==> src/rtl/irq_encoder_pkg.sv <==
// irq_encoder_pkg: shared widths, FSM states and idle code for the 8-to-3 interrupt encoder
package irq_encoder_pkg;
    localparam int N_REQ = 8;
    localparam int CODE_W = 3;
    typedef enum logic {ST_IDLE, ST_PRESENT} state_e;
    localparam logic [CODE_W-1:0] CODE_IDLE_N = 3'b111;
endpackage

==> src/rtl/prio_find8.sv <==
// prio_find8: highest-set-bit index of an 8-bit vector, bit 7 wins
module prio_find8
    import irq_encoder_pkg::*;
(
    input  logic [N_REQ-1:0]  vec,
    output logic [CODE_W-1:0] idx,
    output logic              any
);
    always_comb begin
        idx = '0;
        for (int i = 0; i < N_REQ; i++)
            if (vec[i]) idx = CODE_W'(i);
    end
    assign any = |vec;
endmodule

==> src/rtl/irq_encoder_8to3.sv <==
// irq_encoder_8to3: edge-latched, maskable 74148-style priority encoder
// holding the selected code until acknowledged or disabled
module irq_encoder_8to3
    import irq_encoder_pkg::*;
(
    input  logic              clk_i,
    input  logic              rst_i,
    input  logic              ei_n_i,
    input  logic [N_REQ-1:0]  req_n_i,
    input  logic [N_REQ-1:0]  mask_i,
    input  logic              ack_i,
    output logic [CODE_W-1:0] code_n_o,
    output logic              gs_n_o,
    output logic              valid_o,
    output logic              eo_n_o,
    output logic [N_REQ-1:0]  pending_o
);
    state_e              r_state;
    logic [N_REQ-1:0]    r_req_q, r_pending;
    logic [CODE_W-1:0]   r_code_q;
    logic [N_REQ-1:0]    w_req, w_set, w_clr, w_pend_nx;
    logic [CODE_W-1:0]   w_idx, w_code_nx;
    logic                w_any, w_go, w_leave;
    state_e              w_state_nx;

    prio_find8 u_find (.vec(r_pending & ~mask_i), .idx(w_idx), .any(w_any));

    assign w_req     = ~req_n_i & ~mask_i;
    assign w_set     = w_req & ~r_req_q;
    assign w_clr     = (r_state == ST_PRESENT && ack_i) ? N_REQ'(1) << r_code_q : '0;
    // set after clear so a fresh edge survives a same-cycle ack
    assign w_pend_nx = (r_pending & ~w_clr) | w_set;
    assign w_go      = r_state == ST_IDLE && !ei_n_i && w_any;
    assign w_leave   = r_state == ST_PRESENT && (ack_i || ei_n_i);

    always_comb begin
        w_state_nx = w_go ? ST_PRESENT : w_leave ? ST_IDLE : r_state;
        w_code_nx  = w_go ? w_idx : r_code_q;
    end

    always_ff @(posedge clk_i) begin
        if (rst_i) begin
            r_state   <= ST_IDLE;
            r_req_q   <= '0;
            r_pending <= '0;
            r_code_q  <= '0;
            code_n_o  <= CODE_IDLE_N;
            gs_n_o    <= 1'b1;
            valid_o   <= 1'b0;
            eo_n_o    <= 1'b1;
        end else begin
            r_state   <= w_state_nx;
            r_req_q   <= w_req;
            r_pending <= w_pend_nx;
            r_code_q  <= w_code_nx;
            code_n_o  <= w_state_nx == ST_PRESENT ? ~w_code_nx : CODE_IDLE_N;
            gs_n_o    <= w_state_nx != ST_PRESENT;
            valid_o   <= w_state_nx == ST_PRESENT;
            eo_n_o    <= ei_n_i | (|(w_pend_nx & ~mask_i));
        end
    end

    assign pending_o = r_pending;
endmodule
==> config.mk <==
export PLATFORM = sky130hd
export DESIGN_NAME = irq_encoder_8to3
export DESIGN_NICKNAME = d
export VERILOG_FILES = /design/src/rtl/irq_encoder_pkg.sv /design/src/rtl/prio_find8.sv /design/src/rtl/irq_encoder_8to3.sv
export SDC_FILE = /design/constraint.sdc
export NUM_CORES = 1
export LEC_CHECK = 0
export BUFFER_PORTS_ARGS = -buffer_cell sky130_fd_sc_hd__clkbuf_2
export CORE_ASPECT_RATIO = 1.1
export CORE_MARGIN = 10
export CORE_UTILIZATION = 40
export CTS_CLUSTER_SIZE = 14
export DETAILED_ROUTE_END_ITERATION = 12
export GPL_ROUTABILITY_DRIVEN = 0
export PLACE_DENSITY = 0.69
export RECOVER_POWER = 25
export SLEW_MARGIN = 20
export SYNTH_ARGS = -nofsm -noshare
export SYNTH_HDL_FRONTEND = slang
export SYNTH_HIERARCHICAL = 1
export SYNTH_SLANG_ARGS = --single-unit
==> constraint.sdc <==
create_clock -name clk_i -period 2.4 [get_ports clk_i]
set_clock_uncertainty 0.1 [all_clocks]
set_input_delay 0.12 -clock clk_i [delete_from_list [all_inputs] [get_ports clk_i]]
set_output_delay 0.12 -clock clk_i [all_outputs]
set_load 0.02 [all_outputs]
# Yosys cells after proc, flatten, opt, wreduce, memory -nomap -nowiden
# Index checks and enable logic that the tools add are counted.
# op_classes
eq_ne	0
multipliers	0
addsub	0
bitwise	14
order_cmp	0
div_mod_pow	0
shifts	1
muxes	11
n_reduce_logical	9
# ops
cell	count
bitwise AND 8 bit	5
inverter 8 bit	4
OR reduction 8 bit	2
2-to-1 mux 3 bit	5
2-to-1 mux 8 bit	1
bitwise OR 8 bit	1
<< shifter 1 x 3 -> 8 bit, first input constant	1
logical AND 1 bit	4
2-to-1 mux 2 bit	2
2-to-1 mux 1 bit	3
inverter 3 bit	1
inverter 1 bit	2
OR reduction 2 bit	1
logical NOT 1 bit	1
logical OR 1 bit	1
bitwise OR 1 bit	1
# word_totals
ramBits	0
ff_bits	25
rom_bits	0
inputBits	20
output_inout_bits	14
mem_count	0
latch_bits	0
wordCells	42

# Longest topological paths before layout
# Gate-level depths: netlist of the first run.
# logic_depth
word_depth	11
ltp_mapped	8
mapped_depth_nobuf	8

# Cells and area by module
# The synthesis of the first run kept the hierarchy.
# modules_own_cells
mod	cells_each	seq_area_each_um2	n_inst	area_each_um2
irq_encoder_8to3	113	500.5	1	1007.2
prio_find8	12	0.0	1	66.3

# Worst setup path before layout of the first run
# OpenSTA, ideal clock, no wires.
# synth_path
path_type	register to register
startpoint	register r_pending[4], in the netlist pending_o[4]
endpoint	register code_n_o[0]
synth_period_minus_slack_ns	1.989
setup_ns	0.123
path_buffers	0
t_required_ns	2.177
path_slack_ns	0.411
path_stages_with_launch	8
t_arrival_ns	1.766
path_cell_list	dfxtp_1 -> nor2b_1 -> nor2_1 -> nand4_1 -> inv_1 -> nor3_1 -> mux2i_1 -> or2_2
# synth_via
word_cells_on_any_way	12
classes_between	mux: 6; bitwise: 3; reduce/logical: 3
# synth_lines
element	line	source
from (decl)	irq_encoder_8to3.sv:19	logic [N_REQ-1:0] r_req_q, r_pending;
from (signal assigned)	irq_encoder_8to3.sv:54	r_pending <= w_pend_nx;
bitwise AND 8 bit *	irq_encoder_8to3.sv:26	prio_find8 u_find (.vec(r_pending & ~mask_i), .idx(w_idx), .any(w_any));
OR reduction 8 bit *	prio_find8.sv:14	assign any = |vec;
net w_any	irq_encoder_8to3.sv:23	logic w_any, w_go, w_leave;
logical AND 1 bit *	irq_encoder_8to3.sv:33	assign w_go = r_state == ST_IDLE && !ei_n_i && w_any;
2-to-1 mux 1 bit	irq_encoder_8to3.sv:37	w_state_nx = w_go ? ST_PRESENT : w_leave ? ST_IDLE : r_state;
inverter 1 bit	--	
OR reduction 2 bit (no source line)	--	
to (signal assigned)	irq_encoder_8to3.sv:56	code_n_o <= w_state_nx == ST_PRESENT ? ~w_code_nx : CODE_IDLE_N;
to (decl)	irq_encoder_8to3.sv:12	output logic [CODE_W-1:0] code_n_o,
# Mark *: on every way through the listed nets, which the timed path passes. The rest lies on a longest branch.
# A chain may end at the register's enable or synchronous reset.

# Worst setup path after layout of the first run
# layout_path
startpoint	register r_pending[5], in the netlist pending_o[5]
endpoint	register code_n_o[1]
# The elaborated chain is that of the path after synthesis.

==> run metrics, run 1 <==
Mapped Nets 145; worst path arrival time 2.26 ns; crit path max-delay cell type nor3_1; top cell type's share of synthesized area 0.466; Total GRT Usage 0.122; FILL cells 230; synth unique cells 28; fraction of registers with async set/reset 0; #FFs+latches synth 25; met2 GRT Util 0.223; DIE AREA 5160 sq um; ANT cells 0; pre-CTS WS 0.282 ns; Worst Path Buf+Inv 1; Area contributors post-synth dfxtp_1 47%, nor2b_1 5.2%, a21oi_1 5.1%, nor2_1 4.5%, nor3_1 4.2%; CP peak stage delay 0.46 ns; Setup crit end kind flip-flop; fin crit period 2.13 ns; final setup fails 0; count leader, synth dfxtp_1; Fin Setup TNS 0 ns; fin area 1470 sq um; vias in the first global route 1,176; layout cells sized above 1 0.202; Post-Synthesis Cell Area 1070 sq um; critical path cell sequence nor2b_1 -> nor2_1 -> nand4_1 -> inv_1 -> nor3_1 -> mux2i_1 -> or2_2; Power Density 562 nW/um^2; max-slew violation count 0; CTS tree done; Top Usage Layer GRT met2; IO Port Bufs 33; Slew HR 0.608; area occupied by multi-input gates 536 sq um; drt wl/cell 14.6 um; number of detailed-route iterations in the first pass 4; FF+latch area 500 sq um; # nets final 199; ys flop type dfxtp_1; first-pass GRT wire length 5.30 mm; via/cell ratio 5.26; num ports 34; Placed Area 1270 sq um; # H-tree levels 1; Initial Utilization 0.422; post_cts resized 0; Die Span Y 74.3 um; Final Hold Fails 0; MaxCap Viol Count 0; worst ir drop on vdd 360 uV; RSZ-0062 raised after global routing false; Clock Path Buffers 2; initial antenna violation count 0; grt met1 use 0.129; detailed placer's ending HPWL 2.20 mm; syn avg cell area 8.59 sq um; post-synthesis sequential area ratio 0.466; Post-synth top cells 25 x dfxtp_1, 13 x nor2_1, 11 x a21oi_1, 9 x nor2b_1, 9 x nor3_1; area delta synth->final 36.6%; Worst Path Class, Setup reg2reg; post-route ant nets 0; Worst-path clk slew 0.14 ns; worst setup margin 0.266 ns; # DRC 0; Root Buffer Master clkbuf_4; number of buffers created by CTS 3; crit path max fanout 5; status finished, final reports clean; Hold Path Class in2reg; met3 usage 0.0439; cells after synthesis 125; Die Span X 69.4 um; CTS Sinks 25; Setup crit start kind flip-flop; FP Rows 19; Synth Warn # 6; # hold bufs at CTS 18; via count 1,099; Post-CTS Setup Inserts 0; Post-synth EDFFs 0; worst skew pair latency 0.33 ns; total power 0.000824 W; fmax 469 MHz; Core Box Area 2540 sq um; Crit path max-delay family simple AND/OR/NAND/NOR gates; cell taking the most area after synthesis dfxtp_1; Post-Route WL 3.05 mm; Iter 0 DRT Violations 52; P_leak 0.611 nW; CP required 2.52 ns; Final Cycle Share 0.889; Worst-Margin Slew 0.584 ns; largest net degree at the start of global routing 21; total grt overflow 0
[worst paths after layout]
check	cells after the start	from	endpoint	slack (ns)
worst max-delay path	7	pending_o[5]	code_n_o[1]	0.27
worst min-delay path	3	mask_i[5]	pending_o[5]	0.002
worst max register to register	7	pending_o[5]	code_n_o[1]	0.27
worst min register to register	2	pending_o[3]	pending_o[3]	0.42
[layout by cell type, fill, tap and decap left out, drive strengths merged, types with 2 or more instances in the layout]
cell / synthesis / routed
a211o: 2 / 2
inv: 8 / 8
dlygate4sd3: 0 / 18
o31ai: 6 / 6
o21ai: 4 / 4
mux2i: 4 / 4
nand4: 2 / 2
dfxtp: 25 / 25
nor3: 10 / 10
nor2b: 9 / 9
clkbuf: 2 / 36
nand2: 7 / 7
a21oi: 12 / 12
or2: 3 / 3
nor2: 13 / 13
nand3: 2 / 2
or3: 7 / 7
nand2b: 3 / 3
[layer usage]
metal | wire [um] | up-vias | share of wire
li1 | - | 549 | -
met4 | 41 | 0 | 0.013
met3 | 235 | 5 | 0.077
met2 | 1500 | 34 | 0.49
met1 | 1270 | 511 | 0.42
met5 | 0 | - | 0
[logic make-up after synthesis]
group	after synthesis	share of synthesized area
muxes	4	0.0373
buffers and inverters	10	0.0350
and+or+nand+nor	58	0.291
AOI/OAI and AO/OA	28	0.170
DFF	25	0.466
[worst register-to-register path, stage by stage, from the launching register on]
cell     delay (ns)
dfxtp_1        0.36
nor2b_1        0.36
nor2_1         0.10
nand4_1        0.10
inv_1          0.06
nor3_1         0.46
mux2i_1        0.18
or2_2          0.31
[state kept, by name, summed over array words and instances (netlist names)]
name       flops
pending_o      8
r_req_q        8
code_n_o       3
r_code_q       3
eo_n_o         1
gs_n_o         1
r_state        1
[area by class of cell]
class                           count  area share
Clock buffer                        3      0.0154
Clock inverter                      1     0.00341
Inverter                            8      0.0205
Multi-Input combinational cell     90       0.365
Sequential cell                    25       0.341
Tap cell                           31      0.0265
Timing Repair Buffer               51       0.228
[power breakdown]
group          internal, W  leakage, nW  switching [W]  total (W)
registers         0.000439        0.205      0.0000176   0.000456
clock network    0.0000626       0.0177       0.000127   0.000190
logic            0.0000802        0.388      0.0000976   0.000178
[metrics by stage]
stage                     hold WS (ns)  instances  utilization
final                          0.00206        209        0.576
after global routing            0.0345        209        0.576
after CTS                      0.00210        209        0.581
after detailed placement         0.205        187        0.499
after global placement           0.197        187        0.499
after floorplan                 0.0968        125            -
No activity file was read; power rests on OpenSTA's default activity.
==> inputs of run 2 (changes only) <==
==> constraint.sdc (replaced) <==
create_clock -name clk_i -period 2.25 [get_ports clk_i]
set_clock_uncertainty 0.1 [all_clocks]
set_input_delay 0.1125 -clock clk_i [delete_from_list [all_inputs] [get_ports clk_i]]
set_output_delay 0.1125 -clock clk_i [all_outputs]
set_load 0.02 [all_outputs]
==> run 2 against run 1 <==
Net effect:
- combinational power rose by 9%
- count of clock-buffer cells in the layout did not move
- cell count rose by 0.96%
- register-to-register slack better by 0.03 ns
- design area grew 1.7%
- non-clock buffer count grew 2
- sequential cell count is the same
- via count up 2.0%
- total power rose by 7.4%
- sequential power increased by 6.6%
- wire length rose by 1.5%
- die area is the same
- critical path type is now in2reg
==> run metrics, run 2 (synthesized netlist as in run 1, its figures left out) <==
cells on worst reg2reg path 7 (unchanged); Iter 0 DRT Violations 52 (unchanged); # nets final 201 (was 199); final setup fails 0 (unchanged); crit path max fanout 5 (unchanged); Clk pwr share 0.231 (was 0.230); Final Cycle Share 0.887; CTS tree done (unchanged); Slew HR 0.660 (was 0.608); WHS 0.0124 ns (was 0.00206 ns); non-filler cells, final 211 (was 209); worst ir drop on vdd 399 uV (was 360 uV); Worst-path clk slew 0.14 ns (about the same); DIE AREA 5160 sq um (unchanged); Worst Path Class, Setup in2reg (was reg2reg); MaxCap Viol Count 0 (unchanged); Die Span Y 74.3 um (unchanged); number of detailed-route iterations in the first pass 4 (unchanged); area delta synth->final 38.9% (was 36.6%); Die Span X 69.4 um (unchanged); max-slew violation count 0 (unchanged); initial antenna violation count 0 (unchanged); area occupied by multi-input gates 541 sq um (was 536 sq um); Comb pwr share 0.219 (was 0.216); # DRC 0 (unchanged); drt wl/cell 14.7 um (was 14.6 um); Power Density 593 nW/um^2 (was 562 nW/um^2); status finished, final reports clean (unchanged); worst setup margin 0.255 ns (was 0.266 ns); Worst-Margin Slew 0.504 ns (was 0.584 ns); critical path cell sequence dlygate4sd3_1 -> clkbuf_2 -> nor2b_1 -> nor2_1 -> nand4_1 -> inv_1 -> nor3_2 -> mux2i_1 -> or2_2 (was nor2b_1 -> nor2_1 -> nand4_1 -> inv_1 -> nor3_1 -> mux2i_1 -> or2_2); Setup crit end kind flip-flop (unchanged); pre-CTS WS 0.123 ns (was 0.282 ns); worst path arrival time 2.13 ns (was 2.26 ns); Core Box Area 2540 sq um (unchanged); largest net degree at the start of global routing 21 (unchanged); detailed placer's ending HPWL 2.20 mm (about the same); sequential share of power 0.550 (was 0.554); Setup crit start kind primary input (was flip-flop); NetSw 0.000262 W (was 0.000242 W); Placed Area 1270 sq um (unchanged); Fin Setup TNS 0 ns (unchanged); FILL cells 242 (was 230); Hold Path Class in2reg (unchanged); # H-tree levels 1 (unchanged); commonest non-fill, non-tap cell in the layout dfxtp_1 (unchanged); ANT cells 0 (unchanged); fin crit period 2.00 ns; Final Hold Fails 0 (unchanged); Clock Path Buffers 2 (unchanged); hold path depth 3 (unchanged); dpl cells 187 (unchanged); FF+latch area 500 sq um (unchanged); Total GRT Usage 0.120 (was 0.122); num ports 34 (unchanged); layout cells sized above 1 0.206 (was 0.202); vias in the first global route 1,177 (was 1,176); via/cell ratio 5.31 (was 5.26); post-route ant nets 0 (unchanged); internal power 0.000623 W (was 0.000581 W); P_leak 0.621 nW (was 0.611 nW); FP Rows 19 (unchanged); fin area 1490 sq um (was 1470 sq um); Switching Fraction 0.296 (was 0.294); CTS Sinks 25 (unchanged); total grt overflow 0 (unchanged); fmax 501 MHz; via count 1,121 (was 1,099); Post-Route WL 3.09 mm (was 3.05 mm); first-pass GRT wire length 5.15 mm (was 5.30 mm); most frequent cells in the layout 25 x dfxtp_1, 24 x clkbuf_2, 20 x dlygate4sd3_1, 13 x nor2_1, 11 x a21oi_1 (was 25 x dfxtp_1, 24 x clkbuf_2, 18 x dlygate4sd3_1, 13 x nor2_1, 11 x a21oi_1); number of buffers created by CTS 3 (unchanged); worst skew pair latency 0.32 ns (was 0.33 ns); IO Port Bufs 33 (unchanged); Root Buffer Master clkbuf_4 (unchanged); CP peak stage delay 0.54 ns (was 0.46 ns); RSZ-0062 raised after global routing false (unchanged); CP required 2.38 ns (was 2.52 ns); crit path max-delay cell type dlygate4sd3_1 (was nor3_1); Initial Utilization 0.422 (unchanged)
==> run 2: path summary, 6_finish.rpt <==
kind,to,slack [ns],from
setup / recovery,code_n_o[1],0.25,mask_i[5]
hold / removal,pending_o[3],0.01,mask_i[3]
setup reg to reg,code_n_o[1],0.30,pending_o[5]
hold reg to reg,pending_o[2],0.41,pending_o[2]
==> run 2: worst max-delay path, delay by kind of cell <==
| family | cells | cell delay [ns] |
|---|---|---|
| multiplexers | 1 | 0.16 |
| buffers and inverters | 3 | 0.72 |
| AND/OR/NAND/NOR | 5 | 1.13 |
==> run 2: what timing repair did <==
action                                  in CTS  in global routing
hold endpoints to repair                    15                  0
buffers inserted                             0                  0
endpoints found under the setup margin       0                  3
resized for setup                            0                  1
hold buffers                                20                  0
==> run 2: power by group through the flow <==
stage | logic [W] | registers, W | clock network, W
finish | 0.000194 | 0.000486 | 0.000204
global route | 0.000216 | 0.000490 | 0.000224
CTS | 0.000194 | 0.000486 | 0.000213
detailed placement | 0.000170 | 0.000496 | 0
global placement | 0.000165 | 0.000495 | 0
floorplan | 0.0000902 | 0.000511 | 0
==> run 2: routing by layer <==
metal / track usage / vias up / wire length [um]
met1: 0.121 / 533 / 1230
met3: 0.0386 / 3 / 215
li1: - / 552 / -
met5: 0 / - / 0
met4: 0.0470 / 0 / 25
met2: 0.227 / 33 / 1620
==> run 2: cell type report <==
cell class	instances	share of cell area
clock buffers	3	0.0151
clock inverters	1	0.00336
inverters	8	0.0201
multi-input cells	90	0.362
flip-flops and latches	25	0.336
well taps	31	0.0260
repair buffers	53	0.237
==> run 2: through the flow <==
stage           util  power [W]
6_report       0.586   0.000885
5_1_grt        0.586   0.000930
4_1_cts        0.589   0.000893
3_5_place_dp   0.499   0.000665
3_3_place_gp   0.499   0.000659
2_1_floorplan      -   0.000602
